## src/rtl/uart_rx_bridge.sv

```systemverilog
// 8N1 UART receiver: turns the FTDI rx line into a held byte for ui_in,
// with a one-cycle strobe per good byte and a framing-error strobe.
module uart_rx_bridge #(
    parameter int unsigned CLKS_PER_BIT = 868,
    parameter logic [7:0]  HOLD_RESET   = 8'h00
) (
    input  logic       clk,
    input  logic       rst,
    input  logic       rx,
    output logic [7:0] rx_data,
    output logic       rx_valid,
    output logic       frame_err,
    output logic       busy,
    output logic [7:0] held_byte
);

    localparam int unsigned CNT_W = $clog2(CLKS_PER_BIT);
    localparam logic [CNT_W-1:0] LAST = CNT_W'(CLKS_PER_BIT - 1);
    localparam logic [CNT_W-1:0] HALF = CNT_W'(CLKS_PER_BIT / 2 - 1);

    typedef enum logic [2:0] {
        IDLE,
        START,
        DATA,
        STOP,
        BREAK
    } state_t;

    state_t           state_q;
    logic             sync1_q;
    logic             rx_s_q;
    logic [CNT_W-1:0] cnt_q;
    logic [2:0]       idx_q;
    logic [7:0]       shreg_q;
    logic [7:0]       rx_data_q;
    logic [7:0]       held_q;
    logic             rx_valid_q;
    logic             frame_err_q;
    logic             busy_q;

    // Two-flop synchroniser; the line idles high so both flops reset to 1.
    always_ff @(posedge clk) begin
        if (rst) begin
            sync1_q <= 1'b1;
            rx_s_q  <= 1'b1;
        end else begin
            sync1_q <= rx;
            rx_s_q  <= sync1_q;
        end
    end

    always_ff @(posedge clk) begin
        if (state_q == DATA && cnt_q == LAST) begin
            shreg_q[idx_q] <= rx_s_q;
        end
    end

    always_ff @(posedge clk) begin
        if (rst) begin
            state_q     <= IDLE;
            cnt_q       <= '0;
            idx_q       <= '0;
            rx_data_q   <= '0;
            held_q      <= HOLD_RESET;
            rx_valid_q  <= 1'b0;
            frame_err_q <= 1'b0;
            busy_q      <= 1'b0;
        end else begin
            rx_valid_q  <= 1'b0;
            frame_err_q <= 1'b0;
            case (state_q)
                IDLE: begin
                    cnt_q <= '0;
                    if (!rx_s_q) begin
                        state_q <= START;
                        busy_q  <= 1'b1;
                    end
                end
                START: begin
                    if (cnt_q == HALF) begin
                        cnt_q <= '0;
                        idx_q <= '0;
                        if (!rx_s_q) begin
                            state_q <= DATA;
                        end else begin
                            state_q <= IDLE;
                            busy_q  <= 1'b0;
                        end
                    end else begin
                        cnt_q <= cnt_q + 1'b1;
                    end
                end
                DATA: begin
                    if (cnt_q == LAST) begin
                        cnt_q <= '0;
                        if (idx_q == 3'd7) begin
                            state_q <= STOP;
                        end else begin
                            idx_q <= idx_q + 1'b1;
                        end
                    end else begin
                        cnt_q <= cnt_q + 1'b1;
                    end
                end
                STOP: begin
                    if (cnt_q == LAST) begin
                        cnt_q <= '0;
                        if (rx_s_q) begin
                            rx_data_q  <= shreg_q;
                            held_q     <= shreg_q;
                            rx_valid_q <= 1'b1;
                            state_q    <= IDLE;
                            busy_q     <= 1'b0;
                        end else begin
                            frame_err_q <= 1'b1;
                            state_q     <= BREAK;
                        end
                    end else begin
                        cnt_q <= cnt_q + 1'b1;
                    end
                end
                BREAK: begin
                    // Only one frame_err per held-low line; wait for it to release.
                    cnt_q <= '0;
                    if (rx_s_q) begin
                        state_q <= IDLE;
                        busy_q  <= 1'b0;
                    end
                end
                default: begin
                    state_q <= IDLE;
                    cnt_q   <= '0;
                    busy_q  <= 1'b0;
                end
            endcase
        end
    end

    assign rx_data   = rx_data_q;
    assign rx_valid  = rx_valid_q;
    assign frame_err = frame_err_q;
    assign busy      = busy_q;
    assign held_byte = held_q;

endmodule

```

## config.mk

```make
export PLATFORM = sky130hd
export DESIGN_NAME = uart_rx_bridge
export DESIGN_NICKNAME = d
export VERILOG_FILES = /design/src/rtl/uart_rx_bridge.sv
export SDC_FILE = /design/constraint.sdc
export NUM_CORES = 1
export LEC_CHECK = 0
export CAP_MARGIN = 10
export CORE_UTILIZATION = 49
export CTS_CLUSTER_DIAMETER = 150
export DETAILED_ROUTE_END_ITERATION = 10
export GPL_TIMING_DRIVEN = 0
export PLACE_DENSITY = 0.77
export SLEW_MARGIN = 20
export SYNTH_ARGS = -nofsm -noshare
export SYNTH_HDL_FRONTEND = slang
export SYNTH_SLANG_ARGS = --single-unit
```

## constraint.sdc

```tcl
create_clock -name clk -period 1.75 [get_ports clk]
set_input_delay 0.35 -clock clk [delete_from_list [all_inputs] [get_ports clk]]
set_output_delay 0.35 -clock clk [all_outputs]
set_load 0.05 [all_outputs]
```

==> impl_metrics.prom <==
# TYPE chip_impl_metric gauge
chip_impl_info{name="timing.hold.worst_endpoint",value="rx_s_q"} 1
chip_impl_metric{name="antenna_found_initial",unit=""} 0
chip_impl_metric{name="path_clk_slew",unit="ps"} 110
chip_impl_metric{name="io_pins",unit=""} 22
chip_impl_metric{name="clockBufferDepth",unit=""} 2
chip_impl_info{name="path_cells",value="ha_4, and4bb_2, and3_4, nand3b_1, nor3_2"} 1
chip_impl_metric{name="finalSetupViolCount",unit=""} 1
chip_impl_metric{name="vias",unit=""} 1318
chip_impl_metric{name="pre_cts_slack",unit="ps"} -158
chip_impl_metric{name="design.die.area",unit="sq mm"} 0.00375
chip_impl_info{name="violations",value="setup timing"} 1
chip_impl_metric{name="detail_route.first_pass.iterations",unit=""} 4
chip_impl_metric{name="grt-ovfl-total",unit=""} 0
chip_impl_metric{name="async_flop_share",unit="%"} 0
chip_impl_metric{name="critPathArrivalTime",unit="ps"} 1810
chip_impl_metric{name="vdd_ir_drop_max",unit="V"} 0.000738
chip_impl_metric{name="synth_area_per_cell",unit="sq um"} 9.82
chip_impl_metric{name="setup_slack",unit="ps"} -5.88
chip_impl_metric{name="cts_sink_cnt",unit=""} 37
chip_impl_metric{name="vias_in_the_first_global_route",unit=""} 1221
chip_impl_metric{name="leakagePower",unit="nW"} 0.817
chip_impl_metric{name="reg2reg_slack",unit="ps"} -6
chip_impl_metric{name="postSynthCellCount",unit=""} 175
chip_impl_info{name="cpMaxStageDelayCell",value="dfxtp_4"} 1
chip_impl_metric{name="fmaxAchievable",unit="MHz"} 570
chip_impl_metric{name="drv_slew",unit=""} 0
chip_impl_metric{name="routed_wirelength",unit="um"} 3280
chip_impl_metric{name="synth-edff-count",unit=""} 8
chip_impl_metric{name="seq_area_frac_synth",unit="%"} 47.8
chip_impl_metric{name="drt_first_iter_violations",unit=""} 53
chip_impl_metric{name="cts_buffers",unit=""} 5
chip_impl_metric{name="place.gp.congestion",unit=""} 0.801
chip_impl_metric{name="start_util",unit="%"} 51.5
chip_impl_metric{name="drc",unit=""} 0
chip_impl_info{name="result_of_the_run",value="finished, violations left"} 1
chip_impl_metric{name="fraction_of_layout_instances_using_a_drive_strength_above_1",unit="%"} 18.4
chip_impl_metric{name="report.final.hold_viol_count",unit=""} 0
chip_impl_info{name="hold_path_start",value="sync1_q"} 1
chip_impl_metric{name="skew",unit="ps"} 10.4
chip_impl_info{name="ys.flop_type",value="dfxtp_1"} 1
chip_impl_metric{name="route.detailed.wl_per_inst",unit="um"} 13.0
chip_impl_metric{name="area_delta_synth_final",unit="%"} 23.6
chip_impl_metric{name="core",unit="sq mm"} 0.00334
chip_impl_info{name="worst_setup_path_end_kind",value="flip-flop"} 1
chip_impl_metric{name="io_buffer_count",unit=""} 21
chip_impl_info{name="r2r_end",value="shreg_q[0]"} 1
chip_impl_metric{name="design.final.nets",unit=""} 213
chip_impl_metric{name="via_per_inst",unit=""} 5.21
chip_impl_metric{name="tightest_slew",unit="ps"} 504
chip_impl_metric{name="fin_util",unit="%"} 63.6
chip_impl_metric{name="rr_worst_depth",unit=""} 5
chip_impl_metric{name="synth_cell_types",unit=""} 38
chip_impl_metric{name="relSlewSlack",unit="%"} 66.6
chip_impl_metric{name="post-route-period-util",unit="%"} 100
chip_impl_metric{name="power.density_cell_area",unit="mW/mm^2"} 710
chip_impl_metric{name="postCtsHoldBufs",unit=""} 0
chip_impl_metric{name="grt_use_total",unit="%"} 18.7
chip_impl_info{name="clockRootBuffer",value="clkbuf_4"} 1
chip_impl_metric{name="grt_pass1_wl",unit="um"} 5120
chip_impl_metric{name="highest_cell_delay_on_the_worst_timing_path",unit="ps"} 380
chip_impl_info{name="worst_hold_path_type",value="flip-flop to flip-flop"} 1
chip_impl_metric{name="required",unit="ps"} 1810
chip_impl_info{name="tritoncts",value="built"} 1
chip_impl_metric{name="cp_num_buf_inv",unit=""} 0
chip_impl_metric{name="holdPathStages",unit=""} 1
chip_impl_metric{name="post_synthesis_instance_area",unit="sq mm"} 0.00172
chip_impl_info{name="worst_r2r_startpoint",value="cnt_q[0]"} 1
chip_impl_metric{name="grt_start_max_net_pins",unit=""} 16
chip_impl_metric{name="synth_warnings",unit=""} 0
chip_impl_info{name="startpoint_type",value="flip-flop"} 1
chip_impl_metric{name="syn-num-nets",unit=""} 182
chip_impl_metric{name="worst_skew_pair.late_latency",unit="ps"} 340
chip_impl_metric{name="layout.filler_cells",unit=""} 289
chip_impl_metric{name="period_needed",unit="ps"} 1760
chip_impl_info{name="setup_repair_after_global_routing_missed_its_margin",value="true"} 1
chip_impl_info{name="top_family_by_delay_on_critical_path",value="simple AND/OR/NAND/NOR gates"} 1
chip_impl_metric{name="dp_hpwl",unit="um"} 2280
chip_impl_metric{name="ant_nets",unit=""} 0
chip_impl_metric{name="insertedDiodeCount",unit=""} 0
chip_impl_metric{name="fp.dieW",unit="um"} 61.2
chip_impl_metric{name="ys_seq_elements",unit=""} 37
chip_impl_metric{name="rows",unit=""} 21
chip_impl_metric{name="critical_path.max_fanout",unit=""} 6
chip_impl_info{name="timing.setup.critical_path_class",value="flip-flop to flip-flop"} 1
chip_impl_metric{name="clock_tree.htree_level_count",unit=""} 2
chip_impl_metric{name="drv_cap",unit=""} 0
chip_impl_metric{name="chipHeight",unit="um"} 61.2
==> synthesized netlist by cell type (3+ instances only) <==
cell,number,area share (%)
and3_1,3,1.1
nand3_1,8,2.3
inv_1,4,0.87
xor2_1,7,3.6
nor3_1,5,1.5
nand4_1,3,1.1
nand3b_1,3,1.3
nand2_1,6,1.3
or2_2,3,1.1
nand2b_1,9,3.3
buf_4,9,3.9
dfxtp_1,29,34
ha_1,4,2.9
nor2_1,31,6.8
mux2i_1,11,6.4
a31oi_1,5,1.8
edfxtp_1,8,14
==> per-layer routing <==
metal	track usage, %	vias to the layer above	routed length, um
met4	6.17	0	53
met5	0	-	0
met2	32.0	31	1660
li1	-	664	-
met3	6.30	6	130
met1	21.9	617	1440
==> kinds of logic after synthesis <==
family                     share of synthesized area [%]
buffers and inverters                               5.83
and+or+nand+nor                                     26.5
AOI/OAI and AO/OA                                   6.48
muxes                                               6.41
DFF                                                 47.8
xor gates and xnor gates                            4.08
adders and majority gates                           2.91
==> cell usage in the layout (no fill, tap or decap), types with 3 or more instances in the layout <==
cell type and n:
or2_2 3, clkbuf_1 3, nand3_1 7, nand3b_1 3
nand2_1 6, nand4_1 3, nor2_1 31, mux2i_1 11
nand2b_1 9, edfxtp_1 8, inv_1 4, xor2_1 7
dfxtp_1 26, clkbuf_4 5, dlygate4sd2_1 17, a31oi_1 5
buf_4 12, ha_1 3, nor3_1 3
==> sequential cells by signal, summed over array words and instances, names as in the netlist <==
signal / cells
cnt_q: 10
held_byte: 8
shreg_q: 8
idx_q: 3
state_q: 3
busy: 1
frame_err: 1
rx_s_q: 1
rx_valid: 1
sync1_q: 1
==> report_power, final <==
part | internal, mW | total, mW | switching, mW | leakage, nW
Combinational | 0.0218 | 0.0559 | 0.0341 | 0.471
Clock | 0.297 | 0.568 | 0.270 | 0.0399
Sequential | 0.874 | 0.883 | 0.00956 | 0.306
Total | 1.19 | 1.51 | 0.314 | 0.817
==> how the worst max path moves through the flow <==
stage                            start         end  slack, ps  depth (start not counted)
after detailed placement      cnt_q[0]  shreg_q[0]       -160                          5
after CTS                 held_byte[5]  rx_data[5]         20                          2
after global routing          cnt_q[0]  shreg_q[0]        -70                          5
after floorplan               cnt_q[0]  shreg_q[4]         70                          5
after global placement        cnt_q[0]  shreg_q[4]       -130                          5
final                         cnt_q[0]  shreg_q[0]         -6                          5
==> area by class of cell <==
type                            instances  area, sq um  area share [%]
Multi-Input combinational cell        121          850            40.0
Sequential cell                        37          830            39.1
Timing Repair Buffer                   24          211            9.96
Buffer                                 13         85.1            4.01
Tap cell                               46         57.6            2.71
Clock buffer                            6         41.3            1.94
Clock inverter                          2         33.8            1.59
Inverter                                4         15.0           0.707
==> per-stage QoR <==
| stage | hold WS (ps) | instance area, sq um | instances | total power [mW] | TNS [ps] |
|---|---|---|---|---|---|
| detailed placement | 398 | 1990 | 242 | 0.963 | -1250 |
| global placement | 393 | 1990 | 242 | 0.959 | -687 |
| global route | 434 | 2120 | 253 | 1.56 | -70.8 |
| floorplan | 389 | 1720 | 175 | 0.942 | 0 |
| finish | 419 | 2120 | 253 | 1.51 | -5.88 |
| CTS | 425 | 2070 | 250 | 1.53 | 0 |
==> timing repair <==
| item | CTS | global route |
|---|---|---|
| buffers inserted | 0 | 3 |
| gates resized for setup | 27 | 8 |
| endpoints found under the hold margin | 0 | 0 |
| pin swaps | 0 | 2 |
| setup endpoints to repair | 38 | 11 |
Power figures use the tool's default switching activity.
